$ cat config.mk
export PLATFORM = sky130hd
export DESIGN_NAME = imm_gen_pipe_flat
export DESIGN_NICKNAME = d
export VERILOG_FILES = /design/src/rtl/imm_gen_pipe_pkg.sv /design/src/rtl/imm_gen_pipe_if.sv /design/src/rtl/imm_gen_pipe_extend.sv /design/src/rtl/imm_gen_pipe.sv /design/src/flat_wrapper.sv
export SDC_FILE = /design/constraint.sdc
export NUM_CORES = 1
export LEC_CHECK = 0
export BUFFER_PORTS_ARGS = -buffer_cell sky130_fd_sc_hd__buf_4
export CORE_ASPECT_RATIO = 1.5
export CORE_UTILIZATION = 44
export DETAILED_ROUTE_END_ITERATION = 10
export GPL_TIMING_DRIVEN = 0
export PLACE_DENSITY = 0.8
export SYNTH_ARGS = -nofsm -noshare
export SYNTH_HDL_FRONTEND = slang
export SYNTH_HIERARCHICAL = 1
export SYNTH_SLANG_ARGS = --single-unit
$ cat constraint.sdc
create_clock -name clk -period 1 [get_ports clk]
set_input_delay 0 -clock clk [delete_from_list [all_inputs] [get_ports clk]]
set_output_delay 0 -clock clk [all_outputs]
set_load 0.02 [all_outputs]
$ cat src/rtl/imm_gen_pipe_pkg.sv
// Shared types and constants for the pipelined immediate generator.
//
// Contents:
//   INSTR_W    - width of a raw RV instruction word.
//   imm_src_e  - 3-bit immediate format select used by decode.
package imm_pkg;

  localparam int INSTR_W = 32;

  typedef enum logic [2:0] {
    IMM_I     = 3'd0,
    IMM_S     = 3'd1,
    IMM_B     = 3'd2,
    IMM_U     = 3'd3,
    IMM_J     = 3'd4,
    IMM_IU    = 3'd5,
    IMM_ZIMM  = 3'd6,
    IMM_SHAMT = 3'd7
  } imm_src_e;

endpackage

$ cat src/rtl/imm_gen_pipe_if.sv
// Decode-to-execute immediate bus: input handshake (instr/immsrc/tag),
// output handshake (imm/tag) and a flush strobe.
//
// Modports:
//   master - decode side plus consumer ready (drives inputs, out_ready).
//   slave  - the immediate pipeline (drives in_ready and the outputs).
interface imm_gen_pipe_if #(
  parameter int XLEN  = 32,
  parameter int TAG_W = 8
);
  import imm_pkg::*;

  logic               flush;
  logic               in_valid;
  logic               in_ready;
  logic [INSTR_W-1:0] instr;
  logic [2:0]         immsrc;
  logic [TAG_W-1:0]   in_tag;
  logic               out_valid;
  logic               out_ready;
  logic [XLEN-1:0]    out_imm;
  logic [TAG_W-1:0]   out_tag;

  modport master (
    output flush, in_valid, instr, immsrc, in_tag, out_ready,
    input  in_ready, out_valid, out_imm, out_tag
  );

  modport slave (
    input  flush, in_valid, instr, immsrc, in_tag, out_ready,
    output in_ready, out_valid, out_imm, out_tag
  );

endinterface

$ cat src/rtl/imm_gen_pipe_extend.sv
// imm_extend: purely combinational RV immediate format mux.
//
// Ports:
//   instr  in  32    raw instruction word
//   immsrc in  3     format select (imm_src_e)
//   imm    out XLEN  sign/zero-extended immediate (XLEN = 32 or 64)
module imm_extend
  import imm_pkg::*;
#(
  parameter int XLEN = 32
) (
  input  logic [INSTR_W-1:0] instr,
  input  imm_src_e           immsrc,
  output logic [XLEN-1:0]    imm
);

  // Every format is first built as a 32-bit value; sext_s says whether
  // bit 31 is replicated into the upper word when XLEN is 64.
  logic [31:0] lo_s;
  logic        sext_s;
  logic [63:0] wide_s;
  logic        unused_s;

  // Format mux producing the low word and its extension mode.
  always_comb begin
    lo_s   = 32'h0000_0000;
    sext_s = 1'b0;
    case (immsrc)
      IMM_I: begin
        lo_s   = {{20{instr[31]}}, instr[31:20]};
        sext_s = 1'b1;
      end
      IMM_S: begin
        lo_s   = {{20{instr[31]}}, instr[31:25], instr[11:7]};
        sext_s = 1'b1;
      end
      IMM_B: begin
        lo_s   = {{20{instr[31]}}, instr[7], instr[30:25], instr[11:8], 1'b0};
        sext_s = 1'b1;
      end
      IMM_U: begin
        lo_s   = {instr[31:12], 12'h000};
        sext_s = 1'b1;
      end
      IMM_J: begin
        lo_s   = {{12{instr[31]}}, instr[19:12], instr[20], instr[30:21], 1'b0};
        sext_s = 1'b1;
      end
      IMM_IU: begin
        lo_s   = {20'h00000, instr[31:20]};
        sext_s = 1'b0;
      end
      IMM_ZIMM: begin
        lo_s   = {27'h0000000, instr[19:15]};
        sext_s = 1'b0;
      end
      IMM_SHAMT: begin
        // RV64 shift amounts carry one more bit than RV32.
        if (XLEN == 64) begin
          lo_s = {26'h0000000, instr[25:20]};
        end else begin
          lo_s = {27'h0000000, instr[24:20]};
        end
        sext_s = 1'b0;
      end
      default: begin
        lo_s   = 32'h0000_0000;
        sext_s = 1'b0;
      end
    endcase
  end

  assign wide_s = {{32{sext_s & lo_s[31]}}, lo_s};
  assign imm    = wide_s[XLEN-1:0];

  // Opcode bits never feed an immediate; upper word is dropped for RV32.
  assign unused_s = ^{instr[6:0], wide_s};

endmodule

$ cat src/rtl/imm_gen_pipe.sv
// imm_gen_pipe: immediate generator with STAGES register stages, a
// valid/ready handshake with bubble collapse, flush and a sideband tag.
//
// Ports:
//   clk  in   rising-edge clock
//   rst  in   asynchronous active-high reset
//   bus  slave modport of imm_gen_pipe_if (flush, in_valid/in_ready,
//        instr, immsrc, in_tag, out_valid/out_ready, out_imm, out_tag)
module imm_gen_pipe
  import imm_pkg::*;
#(
  parameter int XLEN   = 32,
  parameter int STAGES = 1,
  parameter int TAG_W  = 8
) (
  input  logic           clk,
  input  logic           rst,
  imm_gen_pipe_if.slave  bus
);

  logic [XLEN-1:0]   ext_s;
  logic [STAGES-1:0] v_r;
  logic [XLEN-1:0]   imm_r [STAGES];
  logic [TAG_W-1:0]  tag_r [STAGES];

  logic [STAGES-1:0] ld_s;      // stage may take new contents this edge
  logic              chain_s;
  logic [STAGES-1:0] up_v_s;
  logic [XLEN-1:0]   up_imm_s [STAGES];
  logic [TAG_W-1:0]  up_tag_s [STAGES];

  imm_extend #(.XLEN(XLEN)) u_extend (
    .instr  (bus.instr),
    .immsrc (imm_src_e'(bus.immsrc)),
    .imm    (ext_s)
  );

  // Ready chain from the output back to the input: a stage can load when
  // it is empty or when the stage after it can load (last stage: out_ready).
  always_comb begin
    ld_s    = '0;
    chain_s = bus.out_ready;
    for (int k = STAGES - 1; k >= 0; k--) begin
      ld_s[k] = !v_r[k] || chain_s;
      chain_s = ld_s[k];
    end
  end

  // Upstream view of each stage: the extender for stage 0, else stage k-1.
  always_comb begin
    up_v_s      = '0;
    up_v_s[0]   = bus.in_valid && ld_s[0];
    up_imm_s[0] = ext_s;
    up_tag_s[0] = bus.in_tag;
    for (int k = 1; k < STAGES; k++) begin
      up_v_s[k]   = v_r[k-1];
      up_imm_s[k] = imm_r[k-1];
      up_tag_s[k] = tag_r[k-1];
    end
  end

  // Pipeline registers; flush clears every valid but leaves data stale.
  // Data is only written when a real entry moves in, so held or bubble
  // stages keep their last contents.
  always_ff @(posedge clk or posedge rst) begin
    if (rst) begin
      v_r <= '0;
      for (int k = 0; k < STAGES; k++) begin
        imm_r[k] <= '0;
        tag_r[k] <= '0;
      end
    end else begin
      for (int k = 0; k < STAGES; k++) begin
        if (ld_s[k]) begin
          v_r[k] <= up_v_s[k] && !bus.flush;
        end else begin
          v_r[k] <= v_r[k] && !bus.flush;
        end
        if (ld_s[k] && up_v_s[k]) begin
          imm_r[k] <= up_imm_s[k];
          tag_r[k] <= up_tag_s[k];
        end
      end
    end
  end

  assign bus.in_ready  = ld_s[0];
  assign bus.out_valid = v_r[STAGES-1];
  assign bus.out_imm   = imm_r[STAGES-1];
  assign bus.out_tag   = tag_r[STAGES-1];

endmodule

$ cat src/flat_wrapper.sv
// flat-port wrapper written by rule: the top's interface ports become plain ports
module imm_gen_pipe_flat import imm_pkg::*;
#(
  parameter int XLEN   = 32,
  parameter int STAGES = 1,
  parameter int TAG_W  = 8
)
  (clk, rst, bus_flush, bus_in_valid, bus_instr, bus_immsrc, bus_in_tag, bus_out_ready, bus_in_ready, bus_out_valid, bus_out_imm, bus_out_tag);
  imm_gen_pipe_if #(.XLEN(XLEN), .TAG_W(TAG_W)) bus_i ();
  input  logic clk;
  input  logic rst;
  input wire logic [$bits(bus_i.flush)-1:0] bus_flush;
  input wire logic [$bits(bus_i.in_valid)-1:0] bus_in_valid;
  input wire logic [$bits(bus_i.instr)-1:0] bus_instr;
  input wire logic [$bits(bus_i.immsrc)-1:0] bus_immsrc;
  input wire logic [$bits(bus_i.in_tag)-1:0] bus_in_tag;
  input wire logic [$bits(bus_i.out_ready)-1:0] bus_out_ready;
  output wire logic [$bits(bus_i.in_ready)-1:0] bus_in_ready;
  output wire logic [$bits(bus_i.out_valid)-1:0] bus_out_valid;
  output wire logic [$bits(bus_i.out_imm)-1:0] bus_out_imm;
  output wire logic [$bits(bus_i.out_tag)-1:0] bus_out_tag;
  assign bus_i.flush = bus_flush;
  assign bus_i.in_valid = bus_in_valid;
  assign bus_i.instr = bus_instr;
  assign bus_i.immsrc = bus_immsrc;
  assign bus_i.in_tag = bus_in_tag;
  assign bus_i.out_ready = bus_out_ready;
  assign bus_in_ready = bus_i.in_ready;
  assign bus_out_valid = bus_i.out_valid;
  assign bus_out_imm = bus_i.out_imm;
  assign bus_out_tag = bus_i.out_tag;
  imm_gen_pipe #(.XLEN(XLEN), .STAGES(STAGES), .TAG_W(TAG_W)) u_core (.clk(clk), .rst(rst), .bus(bus_i));
endmodule
==> qor.yml <==
status:
  run_status: "complete, but fails checks"
  violations: "negative hold slack, negative setup slack"
clock_tree:
  cts_hold_buf: 10
  cts_made_buffers: 5
  cts-htree-levels: 2
  cts_buffer_depth: 2
  clkSinkCount: 41
  clk_latency_ps: 280
  root_buffer: "clkbuf_8"
  cts.clk_slew.worst_paths_ps: 80
  cts_tree: "built"
grt:
  antenna_found_initial: 0
  grt_pass1_wl_um: 8430
  grt_pass1_vias: 1778
  grt_usage_pct: 20.6
  grt_max_degree: 42
  grt_overflow: 0
yosys:
  yosysWarnings: 6
  syn_nets: 224
  synth-seq-cells: 41
  seq_area_frac_synth_pct: 44.6
  netlist_area_um2: 2300
  syn-instance-count: 176
  syn_area_per_cell_um2: 13.1
  synth.distinct_cells: 25
finish:
  final_area_um2: 3280
  syn_to_final_growth_pct: 42.5
  layout_common_cells: "83 x buf_4, 40 x mux2_4, 40 x dfrtp_1"
  fin_cells: 344
  multi_input_area_um2: 1150
  final_common_cell: "buf_4"
  diodes: 0
  fillers: 338
  regArea_um2: 1030
  drive_gt1_share_pct: 55.0
  nets: 325
drt:
  first_pass_iters: 4
  wl_um: 5340
  drtIter0Drc: 23
  wl_per_cell_um: 15.5
  route.detailed.drc: 0
  vias: 1746
  via_per_inst: 5.08
  ant_nets: 0
sta:
  slew_violations: 0
  fmax_mhz: 831
  rsz0062_at_grt: "true"
  worst_slew_pin_slew_ps: 819
  maxSlewHeadroom_pct: 45.3
  setup_viol: 41
  post-route-min-period_ps: 1200
  post-route-period-util_pct: 120
  fin_ws_ps: -204
  hold_viol_final: 41
  tns_ps: -8000
  skew_ps: 1.32
  holdWs_ps: -124
power_and_ir_drop:
  combPwrFrac_pct: 33.3
  p_switching_uw: 1460
  p_clk_share_pct: 26.8
  peakVddDrop_v: 0.000775
  cellInternalPower_uw: 3640
  switching_share_pct: 28.6
  p_leak_uw: 0.00171
  seqPwrFrac_pct: 39.9
  power_density_nw_per_um2: 1550
die:
  die_h_um: 90.6
  initial_utilization_pct: 46.7
  pin_count: 90
  dieArea_um2: 5530
  die_width_um: 61.0
  rows: 31
  fp.coreArea_um2: 4930
placed_design:
  io_buffer_count: 82
  gp_congestion: 0.850
  placed_area_um2: 3000
  dp_cells: 324
  dpl.hpwl_um: 3870
  post-place-ws_ps: -333
critical_path:
  startpoint_type: "flop"
  end_kind: "flop"
  cp.required_ps: 1170
  crit_fanout: 10
  worstSetupPathType: "flop to flop"
  arrival_ps: 1380
worst_hold_path:
  min_path_type: "input pin to asynchronous set/reset pin"
run:
  drv_cap: 0
## flip-flops by register name (all words and copies together), names as in the netlist
signal and cells:
u_core/bus.out_imm 32, u_core/bus.out_tag 8, u_core/bus.out_valid 1
## power by group through the flow
| stage | clock network [uW] | registers (uW) | logic [uW] |
|---|---|---|---|
| floorplan | 0 | 2340 | 706 |
| global placement | 0 | 2060 | 1610 |
| detailed placement | 0 | 2070 | 1630 |
| CTS | 1400 | 2030 | 1700 |
| global route | 1480 | 2060 | 1800 |
| finish | 1370 | 2030 | 1700 |
## area by class of cell
cell class              count  area share [%]
clock buffers               6            2.52
well taps                  66            2.52
multi-input cells         118            35.2
inverters                   2           0.229
repair buffers             94            22.4
plain buffers              15            4.62
clock inverters             2            1.15
flip-flops and latches     41            31.3
## synthesized netlist by cell type
| master | n | area (um^2) |
|---|---|---|
| nand2b_4 | 1 | 13.8 |
| nand2_4 | 1 | 11.3 |
| nor2b_4 | 2 | 27.5 |
| and3b_1 | 1 | 8.76 |
| a21o_2 | 1 | 8.76 |
| a21o_1 | 11 | 82.6 |
| o21ai_0 | 2 | 10.0 |
| o21a_1 | 1 | 7.51 |
| o22ai_1 | 9 | 56.3 |
| a22o_1 | 5 | 43.8 |
| clkbuf_1 | 3 | 11.3 |
| dfrtp_1 | 41 | 1030 |
| buf_2 | 4 | 20.0 |
| inv_1 | 2 | 7.51 |
| a221o_1 | 4 | 40.0 |
| a21oi_1 | 20 | 100 |
| mux2_4 | 40 | 601 |
| buf_6 | 8 | 90.1 |
| and2_1 | 12 | 75.1 |
| nor3_1 | 1 | 5.00 |
| mux2i_1 | 1 | 10.0 |
| nor2_2 | 1 | 6.26 |
| xnor2_2 | 1 | 16.3 |
| nor2_1 | 1 | 3.75 |
| nor2b_1 | 3 | 18.8 |
## repair_timing
item | in CTS | in global routing
endpoints found under the hold margin | 50 | 41
cloned | 0 | 0
buffers inserted | 1 | 1
gates resized for setup | 9 | 0
endpoints found under the setup margin | 40 | 41
## routing by layer
metal / wire length [um] / part of all wire (%) / GRT usage [%]
met1: 2130 / 40 / 24.0
met2: 2910 / 54 / 35.5
met3: 171 / 3.2 / 3.44
met4: 136 / 2.5 / 8.90
met5: 0 / 0 / 0
## stage by stage
stage	util (%)	total power, uW
final	66.5	5100
after global routing	66.5	5340
after CTS	66.4	5130
after detailed placement	60.9	3700
after global placement	60.9	3660
after floorplan	-	3040
## final timing paths
path                                                         start                                  to  slack [ps]  cells past startpoint
worst max register to register      u_core/bus.out_valid$_DFF_PP0_   u_core/bus.out_tag[6]$_DFFE_PP0P_        -200                      4
worst min register to register  u_core/bus.out_imm[24]$_DFFE_PP0P_  u_core/bus.out_imm[24]$_DFFE_PP0P_         510                      1
max in group asynchronous                                      rst      u_core/bus.out_valid$_DFF_PP0_         550                      2
min in group clk                                     bus_instr[27]  u_core/bus.out_imm[27]$_DFFE_PP0P_          50                      3
worst min-delay path                                           rst   u_core/bus.out_imm[7]$_DFFE_PP0P_        -120                      2
worst max-delay path                u_core/bus.out_valid$_DFF_PP0_   u_core/bus.out_tag[6]$_DFFE_PP0P_        -200                      4
## worst max-delay path: stages, from the launching register on
cell	delay (ps)
dfrtp_2	430
nand2b_4	110
nand2_8	90
buf_12	160
mux2_4	300
## logic make-up after synthesis
group / synth area share (%)
AOI/OAI and AO/OA: 15.2
muxes: 26.5
DFF: 44.6
and+or+nand+nor: 7.40
buffers and inverters: 5.60
xor gates and xnor gates: 0.707
(Power assumes the default switching activity.)
